--- src/rtl/rv32i_exec_alu.sv ---
// Execute-stage ALU, branch comparator and immediate decoder for the torv32 RV32I core.
// Outputs are combinational by default; defining ALU_OUTREG_EN registers them (1-cycle latency).
module rv32i_exec_alu (
  input  logic        clk,
  input  logic        resetn,
  input  logic [31:0] in_a,
  input  logic [31:0] in_b,
  input  logic [31:0] inst,
  output logic [31:0] result,
  output logic        take_b,
  output logic [31:0] imm
);

  typedef enum logic [6:0] {
    OPC_LOAD   = 7'b0000011,
    OPC_OP_IMM = 7'b0010011,
    OPC_AUIPC  = 7'b0010111,
    OPC_STORE  = 7'b0100011,
    OPC_OP     = 7'b0110011,
    OPC_LUI    = 7'b0110111,
    OPC_BRANCH = 7'b1100011,
    OPC_JALR   = 7'b1100111,
    OPC_JAL    = 7'b1101111
  } opcode_e;

  typedef enum logic [3:0] {
    ALU_ADD, ALU_SUB, ALU_SLL, ALU_SLT, ALU_SLTU,
    ALU_XOR, ALU_SRL, ALU_SRA, ALU_OR,  ALU_AND
  } alu_op_e;

  logic [6:0]  opcode;
  logic [2:0]  funct3;
  logic        f7_bit;
  logic [4:0]  shamt;
  logic        eq, lt_s, lt_u;
  alu_op_e     alu_op;
  logic [31:0] result_c;
  logic        take_c;
  logic [31:0] imm_c;

  assign opcode = inst[6:0];
  assign funct3 = inst[14:12];
  assign f7_bit = inst[30];
  assign shamt  = in_b[4:0];
  assign eq     = (in_a == in_b);
  assign lt_s   = ($signed(in_a) < $signed(in_b));
  assign lt_u   = (in_a < in_b);

  // Only OP/OP-IMM decode funct3; elsewhere those bits may belong to an immediate.
  always_comb begin
    alu_op = ALU_ADD;
    if (opcode == OPC_OP || opcode == OPC_OP_IMM) begin
      case (funct3)
        3'b000:  alu_op = (opcode == OPC_OP && f7_bit) ? ALU_SUB : ALU_ADD;
        3'b001:  alu_op = ALU_SLL;
        3'b010:  alu_op = ALU_SLT;
        3'b011:  alu_op = ALU_SLTU;
        3'b100:  alu_op = ALU_XOR;
        3'b101:  alu_op = f7_bit ? ALU_SRA : ALU_SRL;
        3'b110:  alu_op = ALU_OR;
        default: alu_op = ALU_AND;
      endcase
    end
  end

  always_comb begin
    result_c = '0;
    case (alu_op)
      ALU_ADD:  result_c = in_a + in_b;
      ALU_SUB:  result_c = in_a - in_b;
      ALU_SLL:  result_c = in_a << shamt;
      ALU_SLT:  result_c = {31'd0, lt_s};
      ALU_SLTU: result_c = {31'd0, lt_u};
      ALU_XOR:  result_c = in_a ^ in_b;
      ALU_SRL:  result_c = in_a >> shamt;
      ALU_SRA:  result_c = $signed(in_a) >>> shamt;
      ALU_OR:   result_c = in_a | in_b;
      ALU_AND:  result_c = in_a & in_b;
      default:  result_c = '0;
    endcase
  end

  always_comb begin
    take_c = 1'b0;
    if (opcode == OPC_BRANCH) begin
      case (funct3)
        3'b000:  take_c = eq;
        3'b001:  take_c = !eq;
        3'b100:  take_c = lt_s;
        3'b101:  take_c = !lt_s;
        3'b110:  take_c = lt_u;
        3'b111:  take_c = !lt_u;
        default: take_c = 1'b0;
      endcase
    end
  end

  always_comb begin
    imm_c = '0;
    case (opcode)
      OPC_LOAD, OPC_OP_IMM, OPC_JALR:
        imm_c = {{20{inst[31]}}, inst[31:20]};
      OPC_STORE:
        imm_c = {{20{inst[31]}}, inst[31:25], inst[11:7]};
      OPC_BRANCH:
        imm_c = {{19{inst[31]}}, inst[31], inst[7], inst[30:25], inst[11:8], 1'b0};
      OPC_LUI, OPC_AUIPC:
        imm_c = {inst[31:12], 12'd0};
      OPC_JAL:
        imm_c = {{11{inst[31]}}, inst[31], inst[19:12], inst[20], inst[30:21], 1'b0};
      default:
        imm_c = '0;
    endcase
  end

`ifdef ALU_OUTREG_EN
  always_ff @(posedge clk) begin
    if (!resetn) begin
      result <= '0;
      take_b <= 1'b0;
      imm    <= '0;
    end else begin
      result <= result_c;
      take_b <= take_c;
      imm    <= imm_c;
    end
  end
`else
  logic unused_clk_rst;
  assign unused_clk_rst = clk ^ resetn;
  assign result = result_c;
  assign take_b = take_c;
  assign imm    = imm_c;
`endif

endmodule

--- config.mk ---
export PLATFORM = sky130hd
export DESIGN_NAME = rv32i_exec_alu
export DESIGN_NICKNAME = d
export VERILOG_FILES = /design/src/rtl/rv32i_exec_alu.sv
export SDC_FILE = /design/constraint.sdc
export NUM_CORES = 1
export LEC_CHECK = 0
export CORE_MARGIN = 2
export CORE_UTILIZATION = 33
export DETAILED_ROUTE_END_ITERATION = 7
export PLACE_DENSITY = 0.51
export RECOVER_POWER = 100
export SETUP_SLACK_MARGIN = 0.1
export SLEW_MARGIN = 30
export SYNTH_ARGS = -nofsm -noshare
export SYNTH_HDL_FRONTEND = slang
export SYNTH_SLANG_ARGS = --single-unit
export TNS_END_PERCENT = 20
--- constraint.sdc ---
create_clock -name vclk -period 11.35
set_input_delay 2.27 -clock vclk [all_inputs]
set_output_delay 2.27 -clock vclk [all_outputs]
set_load 0.01 [all_outputs]
== Word level (Yosys, flattened, before mapping) ==
Index checks and enable logic that the tools add are counted.
Word-level totals
  register bits after elaboration: 0
  input bits: 98
  output and inout bits: 65
  logic and storage cells: 53
Cells by class
  add/sub/neg operators: 2
  order comparisons: 2
  equality and inequality tests: 26
  shifts and indexed selects: 3
  muxes and demuxes: 8
  bitwise logic cells: 3
  reduce and logical (&&, ||, !) cells: 9
Operator list (count)
  case mux 32 bit (10 select lines): 1
  case mux 32 bit (5 select lines): 1
  less-than comparator 32 bit: 2
  adder 32 bit: 1
  bitwise AND 32 bit: 1
  equality test 32 bit: 1
  OR 32 bit: 1
  << shifter 32 x 5 -> 32 bit: 1
  right shift 32 x 5 -> 32 bit: 1
  >>> shifter 32 x 5 -> 32 bit: 1
  subtractor 32 bit: 1
  XOR 32 bit: 1
  case mux 4 bit (7 select lines): 1
  equality test 7 x 6 -> 1 bit, second input constant: 3
  equality test 7 bit, second input constant: 3
  equality test 4 x 3 -> 1 bit, second input constant: 4
  equality test 7 x 5 -> 1 bit, second input constant: 2
  equality test 3 bit, second input constant: 4
  equality test 4 x 2 -> 1 bit, second input constant: 2
  equality test 4 bit, second input constant: 2
  equality test 7 x 2 -> 1 bit, second input constant: 1
  equality test 3 x 2 -> 1 bit, second input constant: 2
  case mux 1 bit (6 select lines): 1
  equality test 4 x 1 -> 1 bit, second input constant: 1
  other kinds (10): 14

== Longest topological paths before layout ==
Gate-level depths: netlist of run 1.
  depth in word-level cells: 7
  mapped depth: 15
  gate-level depth less buffers: 12

== Worst setup path after synthesis of run 1 ==
Ideal clock, no wire load.
  path kind: input-to-output
  start: in in_b[2]
  end: out result[28]
  data arrival time: 5.696 ns
  required time: 9.080 ns
  path slack: 3.384 ns
  cell stages on the path: 15
  path buffers: 4
  cell sequence: clkbuf_1 -> inv_1 -> buf_2 -> clkbuf_1 -> buf_2 -> ha_1 -> inv_1 -> o21bai_1 -> a41oi_1 -> o22ai_1 -> o41ai_4 -> o211ai_1 -> a2111oi_0 -> o32ai_1 -> o21ai_0
Between the ends
  word-level cells in the longest chain between the ends: 2
  elaborated cells on any way between the ends: 6
  those cells by class: 2 x add/sub; 3 x shift; 1 x mux
Ends and longest elaborated chain
  from (decl): RTL line 7  | input logic [31:0] in_b,
  subtractor 32 bit (tied with other cells): RTL line 70  | ALU_SUB: result_c = in_a - in_b;
  case mux 32 bit (10 select lines) *: RTL line 68  | case (alu_op)
  to (decl): RTL line 9  | output logic [31:0] result,
Every way passes the cells marked *; elsewhere a longest branch is shown, timed or not.

== Worst setup path in the final report of run 1 ==
  start: in in_a[12]
  end: out result[29]
Between the ends
  word-level cells in the longest chain between the ends: 2
  elaborated cells on any way between the ends: 6
  those cells by class: 2 x add/sub; 3 x shift; 1 x mux
Ends and longest elaborated chain
  from (decl): RTL line 6  | input logic [31:0] in_a,
  subtractor 32 bit (tied with other cells): RTL line 70
  case mux 32 bit (10 select lines) *: RTL line 68
Marked as above.

==> results.cfg, run 1 <==
[status]
outcome = complete, but fails checks
violations = max-capacitance violations, max-slew violations

[run]
drv_cap = 1

[global_route]
grt_max_degree = 78
gr-usage-all-layers = 0.294
global_route.overflow_total = 0
grt_pass1_wl_um = 69700
grt_pass1_vias = 11300
antenna_found_initial = 0

[timing]
finalCritPeriodShare = 0.825
setup_viol_count_final = 0
tns_ns = 0
whs_ns = 5.61
clock.fmax_mhz = 107
rsz0062_at_grt = no
layout_setup_ws_ns = 1.99
layout_min_cycle_time_ns = 9.36
worst-slew-pin-transition_ns = 1.50
worst_case_headroom_to_the_max_slew_limit = -0.00281
maxSlewViolCount = 22
final_hold_viol_count = 0

[power]
max-vdd-ir-drop_v = 0.0000324
cell_area_power_density_nw_per_um2 = 46.3
power.static_leakage_nw = 4.77

[floorplanning]
die_area_um2 = 30100
floorplan.die.height_um = 174
placement_rows = 62
core_area_um2 = 28500
die_x_um = 174
boundaryPins = 163
initial_core_util = 0.333

[cells_and_area]
seq_area_um2 = 0
final_area_um2 = 11300
area.growth.synth_to_final_pct = 18.8
num-nets-final = 1713
final.clkbuf_count = 0
layout-drive-gt1-share = 0.0747
layout.sequential_cells = 0
layout.cells.most_common_list = 163 x sky130_fd_sc_hd__nor2_1, 139 x sky130_fd_sc_hd__nand2_1, 119 x sky130_fd_sc_hd__a21oi_1, 115 x sky130_fd_sc_hd__o21ai_0
insertedDiodeCount = 0
mostFrequentLayoutCell = sky130_fd_sc_hd__nor2_1

[setup_path]
critical_path.most_common_cell = sky130_fd_sc_hd__dlygate4sd3_1
critPathLaunchType = input pin
endpoint_kind = primary output
worst-path-max-fanout = 14
worstSetupPathType = in2out
crit_path_cell_trace = dlygate4sd3_1 -> inv_1 -> ha_1 -> or4_1 -> or4b_4 -> a32oi_1 -> nor3_1 -> a21oi_1 -> a211o_2 -> nand2_1 -> o221a_1 -> o22ai_1 -> dlygate4sd3_1
crit_required_ns = 9.08
crit_path_max_incr_delay_ns = 0.81
worst_path_max_delay_cell = sky130_fd_sc_hd__dlygate4sd3_1
critical_path_arrival_ns = 7.09

[route]
detail_route.first_pass.iterations = 6
routed_wire_length_per_instance_um = 24.3
drc_errors_left = 0
num_vias = 12000
drt_iter0_drc = 1520
ant_nets_after_route = 0
viasPerCell = 6.32
route.final.wire_length_um = 46200

[yosys]
syn_area_um2 = 9490
ys.warnings.count = 0
post_synthesis_net_count = 1634
synth-seq-area-share = 0
number_of_instances_in_the_synthesized_netlist = 1435
yosysUniqueCellTypes = 83
average_footprint_of_a_synthesized_cell_um2 = 6.62

[clock_network]
cts_hold_buffers = 0
cts-resized-gates = 0
post-cts-setup-buffer-count = 0

[hold_path]
worst_hold_path_type = in2out

[placed_design]
place_ws_ns = 2.30
count_of_buffers_inserted_at_the_top_level_ports = 161
dp.final_hpwl_um = 35600
place.gp.congestion = 0.966
detailed_place.area_um2 = 11300
==> metal layers <==
layer,vias to the layer above,track usage,part of all wire
li1,5521,-,-
met1,5717,0.404,0.43
met2,678,0.476,0.44
met3,69,0.0268,0.082
met4,0,0.112,0.045
met5,-,0,0
==> power by group <==
group	internal [mW]	switching [mW]	total, mW	leakage (nW)
clock	0	0	0	0
combinational	0.211	0.311	0.522	4.77
sequential	0	0	0	0
==> final timing paths <==
kind                      from    endpoint  slack [ns]  cells after the start
worst max-delay path  in_a[12]  result[29]        1.99                     13
worst min-delay path  inst[10]      imm[3]        5.61                      3
==> cells by family (layout without fill, tap and decap cells) <==
| family | Yosys count | in the layout | synth area share |
|---|---|---|---|
| compound gates | 525 | 525 | 0.368 |
| fa+ha+maj | 101 | 101 | 0.135 |
| simple gates | 478 | 478 | 0.233 |
| buf+inv | 214 | 291 | 0.0926 |
| mux | 109 | 109 | 0.165 |
| xor+xnor | 8 | 8 | 0.00738 |
==> final cells by class <==
| cell class | count | area [µm²] |
|---|---|---|
| fill | 3139 | 17300 |
| inverter | 101 | 379 |
| multi-input combinational | 1221 | 8620 |
| tap | 384 | 480 |
| timing repair buffer | 190 | 1800 |
==> worst max-delay path, delay by kind of cell <==
family | cells | cell delay, ns
fa+ha+maj | 1 | 0.52
compound gates | 5 | 1.29
buf+inv | 3 | 1.69
simple gates | 4 | 1.29
==> through the flow <==
| step | instances | utilization | total power [mW] |
|---|---|---|---|
| after floorplan | 1435 | - | 0.321 |
| after global placement | 1896 | 0.396 | 0.518 |
| after detailed placement | 1896 | 0.396 | 0.518 |
| after CTS | 1896 | 0.396 | 0.521 |
| after global routing | 1896 | 0.395 | 0.565 |
| final | 1896 | 0.395 | 0.522 |
==> synth_stat cells, types with 4 or more instances <==
library cell | number | area, µm²
sky130_fd_sc_hd__xnor2_1 | 6 | 52.6
sky130_fd_sc_hd__nor4_1 | 10 | 62.6
sky130_fd_sc_hd__a22o_1 | 6 | 52.6
sky130_fd_sc_hd__o21a_1 | 7 | 52.6
sky130_fd_sc_hd__or3_1 | 12 | 75.1
sky130_fd_sc_hd__inv_1 | 100 | 375
sky130_fd_sc_hd__a221oi_1 | 20 | 175
sky130_fd_sc_hd__a221o_1 | 6 | 60.1
sky130_fd_sc_hd__o211ai_1 | 29 | 218
sky130_fd_sc_hd__o31ai_1 | 21 | 158
sky130_fd_sc_hd__mux4_2 | 33 | 743
sky130_fd_sc_hd__a211o_1 | 9 | 78.8
sky130_fd_sc_hd__a211oi_1 | 19 | 143
sky130_fd_sc_hd__o311ai_0 | 5 | 43.8
sky130_fd_sc_hd__a31oi_1 | 24 | 150
sky130_fd_sc_hd__a22oi_1 | 4 | 30.0
sky130_fd_sc_hd__o32ai_1 | 5 | 43.8
sky130_fd_sc_hd__a21oi_1 | 120 | 601
sky130_fd_sc_hd__clkbuf_1 | 71 | 267
sky130_fd_sc_hd__mux2i_1 | 55 | 551
sky130_fd_sc_hd__nand2b_1 | 6 | 37.5
sky130_fd_sc_hd__nand3_1 | 34 | 170
sky130_fd_sc_hd__ha_1 | 99 | 1240
sky130_fd_sc_hd__or2_2 | 11 | 68.8
sky130_fd_sc_hd__and3_1 | 8 | 50.1
sky130_fd_sc_hd__o22ai_1 | 21 | 131
sky130_fd_sc_hd__and2_1 | 6 | 37.5
sky130_fd_sc_hd__buf_2 | 24 | 120
sky130_fd_sc_hd__o41ai_1 | 4 | 35.0
sky130_fd_sc_hd__o221ai_1 | 11 | 96.3
sky130_fd_sc_hd__o21bai_1 | 14 | 105
sky130_fd_sc_hd__nor2b_1 | 19 | 119
sky130_fd_sc_hd__a21o_1 | 32 | 240
sky130_fd_sc_hd__nor3_1 | 32 | 160
sky130_fd_sc_hd__a2111oi_0 | 6 | 52.6
sky130_fd_sc_hd__o21ai_0 | 115 | 576
sky130_fd_sc_hd__o2111ai_1 | 13 | 114
sky130_fd_sc_hd__nand2_1 | 139 | 522
sky130_fd_sc_hd__nand4_1 | 17 | 106
sky130_fd_sc_hd__o21ai_1 | 4 | 20.0
sky130_fd_sc_hd__nor2_1 | 164 | 616
sky130_fd_sc_hd__buf_1 | 12 | 45.0
sky130_fd_sc_hd__mux2_2 | 18 | 203
Note: power is estimated with default switching activity, not from simulation.
==> run 2: changes to the inputs <==
==> constraint.sdc (replaced) <==
create_clock -name vclk -period 9.3
set_input_delay 1.86 -clock vclk [all_inputs]
set_output_delay 1.86 -clock vclk [all_outputs]
set_load 0.01 [all_outputs]
==> results.cfg, run 2 (same netlist as run 1, synthesis figures left out) <==
[status]
outcome = complete, no violations

[power]
cell_area_power_density_nw_per_um2 = 56.5
max-vdd-ir-drop_v = 0.0000331
power.static_leakage_nw = 4.85
sequentialPowerShare = 0
netSwitchingPower_mw = 0.383
internal_power_mw = 0.261
power.share.clock = 0
netSwitchingFraction = 0.594
combPwrFrac = 1.000
overall_power_consumption_mw = 0.644

[global_route]
grt_max_degree = 77
gr-usage-all-layers = 0.304
grt_pass1_vias = 11700
global_route.overflow_total = 0
grt_pass1_wl_um = 72300
antenna_found_initial = 0

[placed_design]
count_of_buffers_inserted_at_the_top_level_ports = 161
place_ws_ns = 1.17
dp.final_hpwl_um = 36800
place.gp.congestion = 0.959

[timing]
maxSlewViolCount = 0
rsz0062_at_grt = no
tns_ns = 0
finalCritPeriodShare = 0.916
layout_setup_ws_ns = 0.777
worst_case_headroom_to_the_max_slew_limit = 0.195
clock.fmax_mhz = 117
setup_viol_count_final = 0
final_hold_viol_count = 0
worst-slew-pin-transition_ns = 1.20
whs_ns = 4.79
layout_min_cycle_time_ns = 8.52

[setup_path]
worst-path-max-fanout = 16
critical_path_arrival_ns = 6.66
endpoint_kind = primary output
worstSetupPathType = in2out
critPathLaunchType = input pin
crit_required_ns = 7.44

[cells_and_area]
insertedDiodeCount = 0
fillerInstances = 3176
layout.cells.most_common_list = 163 x sky130_fd_sc_hd__nor2_1, 139 x sky130_fd_sc_hd__nand2_1, 119 x sky130_fd_sc_hd__a21oi_1, 116 x sky130_fd_sc_hd__o21ai_0
layout-drive-gt1-share = 0.0838
seq_area_um2 = 0
layout.sequential_cells = 0
area.growth.synth_to_final_pct = 20.0
final.clkbuf_count = 0
mostFrequentLayoutCell = sky130_fd_sc_hd__nor2_1
num-nets-final = 1728

[floorplanning]
initial_core_util = 0.333
die_x_um = 174
die_area_um2 = 30100
placement_rows = 62
core_area_um2 = 28500
boundaryPins = 163
floorplan.die.height_um = 174

[route]
drt_iter0_drc = 1377
ant_nets_after_route = 0
num_vias = 12300
viasPerCell = 6.43
routed_wire_length_per_instance_um = 24.8
drc_errors_left = 0
route.final.wire_length_um = 47400
detail_route.first_pass.iterations = 7

[run]
drv_cap = 0

[clock_network]
post-cts-setup-buffer-count = 0
cts_hold_buffers = 0
cts-resized-gates = 0

[hold_path]
worst_hold_path_type = in2out
run 2: cell count changes in the layout (fill, tap and decap cells not counted):
cell	before	now
sky130_fd_sc_hd__buf_4	28	42
sky130_fd_sc_hd__clkbuf_1	2	3
sky130_fd_sc_hd__clkdlybuf4s50_1	96	97
sky130_fd_sc_hd__dlygate4sd3_1	60	59
sky130_fd_sc_hd__o21ai_0	115	116
sky130_fd_sc_hd__o21ai_1	4	3
sky130_fd_sc_hd__or4_1	4	3
sky130_fd_sc_hd__or4_4	0	1
run 2: critical path: stages:
cell,delay [ns]
sky130_fd_sc_hd__dlygate4sd3_1,0.95
sky130_fd_sc_hd__nand2_1,0.28
sky130_fd_sc_hd__mux2_2,0.34
sky130_fd_sc_hd__o21a_1,0.29
sky130_fd_sc_hd__nand3_1,0.49
sky130_fd_sc_hd__clkbuf_1,0.93
sky130_fd_sc_hd__o21ai_0,0.24
sky130_fd_sc_hd__o21ai_0,0.41
sky130_fd_sc_hd__o211ai_1,0.20
sky130_fd_sc_hd__dlygate4sd3_1,0.65
run 2: layout make-up:
cell class	count	area (µm²)	area share
Timing Repair Buffer	205	1910	0.168
Inverter	101	379	0.0333
Tap cell	384	480	0.0422
Multi-Input combinational cell	1221	8620	0.757
run 2: path summary, 6_finish.rpt:
kind / from / endpoint / cells after the start
worst max-delay path: inst[14] / result[10] / 10
worst min-delay path: inst[15] / imm[15] / 3
run 2: through the flow:
step | std cells | area, µm² | util
global route | 1911 | 11400 | 0.399
finish | 1911 | 11400 | 0.399
detailed placement | 1911 | 11400 | 0.400
global placement | 1911 | 11400 | 0.400
CTS | 1911 | 11400 | 0.400
floorplan | 1435 | 9490 | -
run 2: routing by layer:
layer / up-vias / global-route usage / routed length [µm] / part of all wire
met1: 5827 / 0.403 / 19300 / 0.41
met5: - / 0 / 0 / 0
met3: 146 / 0.0353 / 4230 / 0.089
met4: 0 / 0.147 / 2880 / 0.061
met2: 757 / 0.492 / 21000 / 0.44
li1: 5560 / - / - / -
run 2: power by group through the flow:
| stage | logic, mW | registers (mW) | clock network (mW) |
|---|---|---|---|
| after floorplan | 0.392 | 0 | 0 |
| after global placement | 0.637 | 0 | 0 |
| after detailed placement | 0.636 | 0 | 0 |
| after CTS | 0.640 | 0 | 0 |
| after global routing | 0.696 | 0 | 0 |
| final | 0.644 | 0 | 0 |
